==> src/rtl/fir_pkg.sv <==
// Shared definitions for the time-multiplexed FIR scheduler.
//   NTAPS_DEFAULT / DATA_W / COEF_W / ACC_W : default filter geometry
//   TAP_AW                                  : tap index width for the default geometry
//   state_t                                 : per-sample sequencer states
//   tap_addr()                              : circular delay-line address of tap k
package fir_pkg;

    localparam int NTAPS_DEFAULT = 24;
    localparam int DATA_W        = 16;
    localparam int COEF_W        = 16;
    localparam int ACC_W         = 32;
    localparam int TAP_AW        = $clog2(NTAPS_DEFAULT);

    typedef enum logic [1:0] {
        IDLE = 2'd0,
        MAC  = 2'd1,
        OUT  = 2'd2
    } state_t;

    // Entry holding x[n-k] when the newest sample sits at wp.
    // The wrap is explicit so a non power-of-two NTAPS still works.
    function automatic int tap_addr(input int wp, input int k, input int ntaps);
        return (wp >= k) ? (wp - k) : (wp + ntaps - k);
    endfunction

endpackage

==> src/rtl/fir_mac_scheduler_if.sv <==
// Sample/result stream bundle for fir_mac_scheduler.
//   in_valid/in_ready/x_in     : sample stream into the filter
//   out_valid/out_ready/y_out  : result stream out of the filter
// Handshake: a transfer happens on a rising clk edge where valid and ready
// are both 1. The sender holds valid and data stable until that edge; ready
// may change freely and never depends combinationally on valid.
// slave = filter view, master = upstream/downstream environment view.
interface fir_mac_scheduler_if #(
    parameter int DATA_W = fir_pkg::DATA_W,
    parameter int ACC_W  = fir_pkg::ACC_W
);
    logic                     in_valid;
    logic                     in_ready;
    logic signed [DATA_W-1:0] x_in;
    logic                     out_valid;
    logic                     out_ready;
    logic signed [ACC_W-1:0]  y_out;

    modport master (
        output in_valid, x_in, out_ready,
        input  in_ready, out_valid, y_out
    );

    modport slave (
        input  in_valid, x_in, out_ready,
        output in_ready, out_valid, y_out
    );
endinterface

==> src/rtl/fir_coef_bank.sv <==
// Double-banked coefficient store.
//   clk, rst  : clock, asynchronous active-high reset (clears both banks, sel=0)
//   wr_en     : write wr_data into the shadow bank at wr_addr (>= NTAPS ignored)
//   swap      : make the shadow bank active on this edge
//   rd_addr   : tap index read combinationally from the active bank
//   rd_data   : active coefficient
module fir_coef_bank #(
    parameter int NTAPS  = fir_pkg::NTAPS_DEFAULT,
    parameter int COEF_W = fir_pkg::COEF_W,
    parameter int AW     = fir_pkg::TAP_AW
) (
    input  logic                     clk,
    input  logic                     rst,
    input  logic                     wr_en,
    input  logic [AW-1:0]            wr_addr,
    input  logic signed [COEF_W-1:0] wr_data,
    input  logic                     swap,
    input  logic [AW-1:0]            rd_addr,
    output logic signed [COEF_W-1:0] rd_data
);

    logic signed [COEF_W-1:0] bank [2][NTAPS];
    logic                     sel;

    // A write and a swap on the same edge both use the old sel, so the
    // written value lands in the bank that becomes active.
    always_ff @(posedge clk or posedge rst) begin
        if (rst) begin
            sel <= 1'b0;
            for (int b = 0; b < 2; b++) begin
                for (int i = 0; i < NTAPS; i++) begin
                    bank[b][i] <= '0;
                end
            end
        end else begin
            if (wr_en && (int'(wr_addr) < NTAPS)) begin
                bank[~sel][wr_addr] <= wr_data;
            end
            if (swap) begin
                sel <= ~sel;
            end
        end
    end

    assign rd_data = bank[sel][rd_addr];

endmodule

==> src/rtl/fir_mac_scheduler.sv <==
// Time-multiplexed FIR filter: one shared multiply-accumulate walks all taps
// for each accepted sample, then presents the result.
//   clk, rst      : clock, asynchronous active-high reset
//   bus           : sample in / result out streams (slave modport)
//   coef_wr_en    : write coef_data to shadow coefficient at coef_addr
//   coef_addr     : tap index, values >= NTAPS ignored
//   coef_data     : signed coefficient
//   coef_swap     : one-cycle request to activate the shadow bank
//   swap_pending  : swap requested but not yet applied
//   busy          : sequencer not in IDLE
//   state_dbg     : current sequencer state
module fir_mac_scheduler
    import fir_pkg::*;
#(
    parameter int NTAPS  = fir_pkg::NTAPS_DEFAULT,
    parameter int DATA_W = fir_pkg::DATA_W,
    parameter int COEF_W = fir_pkg::COEF_W,
    parameter int ACC_W  = fir_pkg::ACC_W
) (
    input  logic                       clk,
    input  logic                       rst,
    fir_mac_scheduler_if.slave         bus,
    input  logic                       coef_wr_en,
    input  logic [$clog2(NTAPS)-1:0]   coef_addr,
    input  logic signed [COEF_W-1:0]   coef_data,
    input  logic                       coef_swap,
    output logic                       swap_pending,
    output logic                       busy,
    output state_t                     state_dbg
);

    localparam int AW = $clog2(NTAPS);
    localparam int PW = DATA_W + COEF_W;

    state_t state, state_n;

    logic signed [DATA_W-1:0] dline [NTAPS];
    logic [AW-1:0]            wp;
    logic [AW-1:0]            wp_next;
    logic [AW-1:0]            k;
    logic [AW-1:0]            rd_idx;
    logic signed [ACC_W-1:0]  acc;
    logic signed [ACC_W-1:0]  sum;
    logic signed [ACC_W-1:0]  y_q;
    logic signed [COEF_W-1:0] coef_rd;
    logic signed [PW-1:0]     prod;
    logic                     pending_q;
    logic                     apply_swap;
    logic                     last_tap;

    // Swap is taken only between samples; in IDLE it happens on the request
    // edge itself so a sample accepted on that edge already sees the new bank.
    assign apply_swap = (state == IDLE) && (pending_q || coef_swap);
    assign wp_next    = (wp == AW'(NTAPS - 1)) ? '0 : wp + AW'(1);
    assign rd_idx     = AW'(tap_addr(int'(wp), int'(k), NTAPS));
    assign last_tap   = (k == AW'(NTAPS - 1));

    fir_coef_bank #(
        .NTAPS  (NTAPS),
        .COEF_W (COEF_W),
        .AW     (AW)
    ) u_coef (
        .clk     (clk),
        .rst     (rst),
        .wr_en   (coef_wr_en),
        .wr_addr (coef_addr),
        .wr_data (coef_data),
        .swap    (apply_swap),
        .rd_addr (k),
        .rd_data (coef_rd)
    );

    // Full-precision product, then sign-extended or truncated to ACC_W.
    assign prod = dline[rd_idx] * coef_rd;
    assign sum  = acc + ACC_W'(prod);

    always_ff @(posedge clk or posedge rst) begin
        if (rst) begin
            state <= IDLE;
        end else begin
            state <= state_n;
        end
    end

    always_comb begin
        state_n       = state;
        bus.in_ready  = 1'b0;
        bus.out_valid = 1'b0;
        case (state)
            IDLE: begin
                bus.in_ready = 1'b1;
                if (bus.in_valid) begin
                    state_n = MAC;
                end
            end
            MAC: begin
                if (last_tap) begin
                    state_n = OUT;
                end
            end
            OUT: begin
                bus.out_valid = 1'b1;
                if (bus.out_ready) begin
                    state_n = IDLE;
                end
            end
            default: state_n = IDLE;
        endcase
    end

    always_ff @(posedge clk or posedge rst) begin
        if (rst) begin
            for (int i = 0; i < NTAPS; i++) begin
                dline[i] <= '0;
            end
            wp        <= '0;
            k         <= '0;
            acc       <= '0;
            y_q       <= '0;
            pending_q <= 1'b0;
        end else begin
            if (apply_swap) begin
                pending_q <= 1'b0;
            end else if (coef_swap) begin
                pending_q <= 1'b1;
            end

            case (state)
                IDLE: begin
                    if (bus.in_valid) begin
                        dline[wp_next] <= bus.x_in;
                        wp             <= wp_next;
                        acc            <= '0;
                        k              <= '0;
                    end
                end
                MAC: begin
                    acc <= sum;
                    k   <= k + AW'(1);
                    // Result register is separate from acc so y_out holds
                    // after the handshake while the next sample accumulates.
                    if (last_tap) begin
                        y_q <= sum;
                    end
                end
                default: begin
                end
            endcase
        end
    end

    assign bus.y_out    = y_q;
    assign swap_pending = pending_q;
    assign busy         = (state != IDLE);
    assign state_dbg    = state;

endmodule

==> src/flat_wrapper.sv <==
// flat-port wrapper written by rule: the top's interface ports become plain ports
module fir_mac_scheduler_flat import fir_pkg::*;
#(
    parameter int NTAPS  = fir_pkg::NTAPS_DEFAULT,
    parameter int DATA_W = fir_pkg::DATA_W,
    parameter int COEF_W = fir_pkg::COEF_W,
    parameter int ACC_W  = fir_pkg::ACC_W
)
  (clk, rst, coef_wr_en, coef_addr, coef_data, coef_swap, swap_pending, busy, state_dbg, bus_in_valid, bus_x_in, bus_out_ready, bus_in_ready, bus_out_valid, bus_y_out);
  fir_mac_scheduler_if #(.DATA_W(DATA_W), .ACC_W(ACC_W)) bus_i ();
  input  logic clk;
  input  logic rst;
  input  logic coef_wr_en;
  input  logic [$clog2(NTAPS)-1:0] coef_addr;
  input  logic signed [COEF_W-1:0] coef_data;
  input  logic coef_swap;
  output logic swap_pending;
  output logic busy;
  output state_t state_dbg;
  input wire logic [$bits(bus_i.in_valid)-1:0] bus_in_valid;
  input wire logic [$bits(bus_i.x_in)-1:0] bus_x_in;
  input wire logic [$bits(bus_i.out_ready)-1:0] bus_out_ready;
  output wire logic [$bits(bus_i.in_ready)-1:0] bus_in_ready;
  output wire logic [$bits(bus_i.out_valid)-1:0] bus_out_valid;
  output wire logic [$bits(bus_i.y_out)-1:0] bus_y_out;
  assign bus_i.in_valid = bus_in_valid;
  assign bus_i.x_in = bus_x_in;
  assign bus_i.out_ready = bus_out_ready;
  assign bus_in_ready = bus_i.in_ready;
  assign bus_out_valid = bus_i.out_valid;
  assign bus_y_out = bus_i.y_out;
  fir_mac_scheduler #(.NTAPS(NTAPS), .DATA_W(DATA_W), .COEF_W(COEF_W), .ACC_W(ACC_W)) u_core (.clk(clk), .rst(rst), .bus(bus_i), .coef_wr_en(coef_wr_en), .coef_addr(coef_addr), .coef_data(coef_data), .coef_swap(coef_swap), .swap_pending(swap_pending), .busy(busy), .state_dbg(state_dbg));
endmodule
==> config.mk <==
export PLATFORM = sky130hd
export DESIGN_NAME = fir_mac_scheduler_flat
export DESIGN_NICKNAME = d
export VERILOG_FILES = /design/src/rtl/fir_pkg.sv /design/src/rtl/fir_mac_scheduler_if.sv /design/src/rtl/fir_coef_bank.sv /design/src/rtl/fir_mac_scheduler.sv /design/src/flat_wrapper.sv
export SDC_FILE = /design/constraint.sdc
export NUM_CORES = 2
export LEC_CHECK = 0
export CAP_MARGIN = 20
export CORE_MARGIN = 2
export CORE_UTILIZATION = 65
export DETAILED_ROUTE_END_ITERATION = 16
export PLACE_DENSITY_LB_ADDON = 0.25
export SETUP_SLACK_MARGIN = 0.05
export SYNTH_ARGS = -nofsm -noshare
export SYNTH_HDL_FRONTEND = slang
export SYNTH_HIERARCHICAL = 1
export SYNTH_SLANG_ARGS = --single-unit
==> constraint.sdc <==
create_clock -name clk -period 63.7 [get_ports clk]
set_input_delay 6.37 -clock clk [delete_from_list [all_inputs] [get_ports clk]]
set_output_delay 6.37 -clock clk [all_outputs]
set_load 0.02 [all_outputs]
==> flow_summary.ini <==
[run_status]
status = finished, final reports clean

[placed_design]
place_congestion = 0.8720
place_ws_ns = 52.36
dpl.hpwl_mm = 100.2
place_inst = 5944
port_buffers = 80

[clocking]
cts_sinks = 1230
hold_buffers = 0
postCtsSetupBuffers = 0
ctsResizeCount = 0
cts_inserted_buffers = 119
tritoncts = done
path_clk_slew_ns = 0.06
cts_max_path_buffers = 3
clk_latency_ns = 0.74
cts-htree-levels = 3
cts-root-buf = clkbuf_16

[critical_path]
cp.arrival_ns = 11.72
ff2ff_path_depth = 27
cp_num_buf_inv = 6
cpMaxStageDelayCell = dfrtp_4
rr_endpoint = u_core/bus.y_out[31]$_DFFE_PP0P_
cp_slowest_stage_delay_ns = 0.82
r2r_start = u_core/u_coef/sel$_DFFE_PP0P_
cp_num_cells = 27
critPathTopFamily = adder cells
crit_required_ns = 64.31
crit_top_cell = fa_1
rrSetupSlack_ns = 52.59
worstSetupStartpoint = u_core/u_coef/sel$_DFFE_PP0P_
cp-end-kind = flop
worst-setup-path-type = reg2reg
cp-start-kind = flop
worst-path-max-fanout = 43
cp-endpoint = u_core/bus.y_out[31]$_DFFE_PP0P_

[timing]
setup_tns_ns = 0
tightest_slew_ns = 1.167
rsz0062_at_grt = false
fin_ws_ns = 52.59
fin_crit_sh_pct = 17.44
fin_skew_ns = 0.04439
fin_crit_ns = 11.11
timing.slew.headroom_pct = 21.95
hold_ws_ns = 0.4786
drv_slew = 0
fmax_mhz = 90.03
setup_viol = 0
hold_violations = 0

[routing]
drt-initial-drc-count = 3410
wl_per_cell_um = 25.67
dr.pass1.iters = 5
via_per_inst = 6.403
drt_drc_violations_left = 0
routed_wl_mm = 158.7
postRouteAntennaNets = 0
vias = 39568

[synth]
syn_area_per_cell_um2 = 14.08
async_flop_share_pct = 100.0
synth.cell_area_um2 = 67160
synth-edff-count = 0
synth_cell_types = 78
ys_ff_latch = 1230
synth_flop_cell = dfrtp_1
yosysWarnings = 6
syn_nets = 5221
ys_seq_area_share_pct = 45.83
synth_cells = 4770

[floorplan]
die_x_um = 325.4
core-area_um2 = 102200
start_util_pct = 65.73
dieArea_um2 = 105900
io-pin-count = 81
die_h_um = 325.4
rows = 117

[global_route]
grt_pass1_wl_mm = 250.9
grt_max_degree = 136
overflow = 0
antenna_found_initial = 5
track_usage_pct = 30.85
grt_pass1_vias = 42077

[flow_run]
drv_cap = 0

[layout]
layout-drive-gt1-share_pct = 39.01
fin_nets = 5156
syn_to_final_growth_pct = 8.432
final_common_cell = dfrtp_1
fin_cells = 6180
final_cell_mix = 1227 x dfrtp_1, 1164 x mux2_2, 343 x inv_1, 309 x mux4_2, 295 x fa_1

[worst_hold_path]
hp-class = reg2reg
[layer usage]
layer / vias up / wire [um] / global-route usage, %
met1: 21344 / 69940 / 46.43
met5: - / 0 / 0
li1: 16647 / - / -
met3: 258 / 11510 / 5.628
met4: 0 / 4017 / 8.255
met2: 1319 / 73210 / 47.04
[state kept, by name, indices dropped and copies added (netlist names)]
register             cells
u_core/acc              32
u_core/bus.y_out        32
u_core/dline           384
u_core/k                 5
u_core/state_dbg         2
u_core/swap_pending      1
u_core/u_coef/bank     768
u_core/u_coef/sel        1
u_core/wp                5
[worst reg2reg max path, cell delays in order, from the launching register on]
cell      delay, ns
dfrtp_4        0.82
buf_4          0.64
buf_4          0.76
buf_4          0.74
mux4_2         0.63
a22oi_1        0.23
a21oi_1        0.20
or3_1          0.68
nand2_1        0.30
fa_1           0.48
fa_1           0.54
inv_1          0.30
fa_1           0.52
fa_1           0.52
fa_1           0.50
inv_1          0.05
fa_1           0.48
inv_1          0.04
ha_1           0.34
a21oi_1        0.16
o21ai_1        0.12
or3_1          0.34
nor2b_1        0.12
a221oi_1       0.12
a221o_1        0.34
o41ai_1        0.35
xnor3_1        0.41
mux2_2         0.27
[layout make-up]
| cell class | instances | area [um^2] |
|---|---|---|
| repair buffers | 163 | 1431 |
| flip-flops and latches | 1230 | 30790 |
| multi-input cells | 2846 | 33560 |
| inverters | 345 | 1310 |
| clock buffers | 177 | 3507 |
| well taps | 1368 | 1712 |
| clock inverters | 46 | 500.5 |
| fillers | 6733 | 29360 |
| diodes | 5 | 12.51 |
[worst min-delay path by stage]
stage,startpoint,end,slack [ns],cells past startpoint
floorplan,u_core/u_coef/bank[528]$_DFFE_PP0P_,u_core/u_coef/bank[528]$_DFFE_PP0P_,0.45,1
global placement,u_core/bus.y_out[6]$_DFFE_PP0P_,u_core/bus.y_out[6]$_DFFE_PP0P_,0.46,2
detailed placement,u_core/bus.y_out[9]$_DFFE_PP0P_,u_core/bus.y_out[9]$_DFFE_PP0P_,0.47,2
CTS,u_core/bus.y_out[9]$_DFFE_PP0P_,u_core/bus.y_out[9]$_DFFE_PP0P_,0.48,2
global route,u_core/dline[199]$_DFFE_PP0P_,u_core/dline[199]$_DFFE_PP0P_,0.51,1
finish,u_core/bus.y_out[8]$_DFFE_PP0P_,u_core/bus.y_out[8]$_DFFE_PP0P_,0.48,2
[synthesized netlist by cell type (all sizes together) (14+ instances only)]
cell,count,share of area [%]
a21o,14,0.17
mux4,309,10
xnor2,30,0.39
a22oi,76,0.85
a21oi,83,0.62
nor2,59,0.41
inv,345,1.9
mux2i,17,0.46
o21ai,77,0.59
nor2b,134,1.3
nand2b,85,0.79
dfrtp,1230,46
and2,25,0.24
mux2,1166,20
ha,112,2.1
buf,143,1.3
nand3,53,0.40
nor3,21,0.19
clkbuf,206,1.2
nand2,165,1.0
fa,296,8.8
xor2,16,0.21
[cell families (layout without fill, tap and decap cells)]
family	count (synthesis)	in the layout	share of synthesized area, %
AO/OA/AOI/OAI	310	310	2.968
flip-flops	1230	1230	45.83
other	0	5	0
multiplexers	1492	1492	30.38
buffers and inverters	694	731	4.374
adder cells (fa/ha/maj)	408	408	10.91
XOR/XNOR	47	47	0.6334
AND/OR/NAND/NOR	589	589	4.903
[through the flow]
step	utilization, %	area, um^2
floorplan	-	67160
global route	71.26	72810
global placement	67.19	68650
detailed placement	67.22	68680
CTS	71.14	72690
finish	71.27	72820
Power is not shown: default switching activity piles up to over one toggle a cycle in this logic, so the estimate is an artifact.
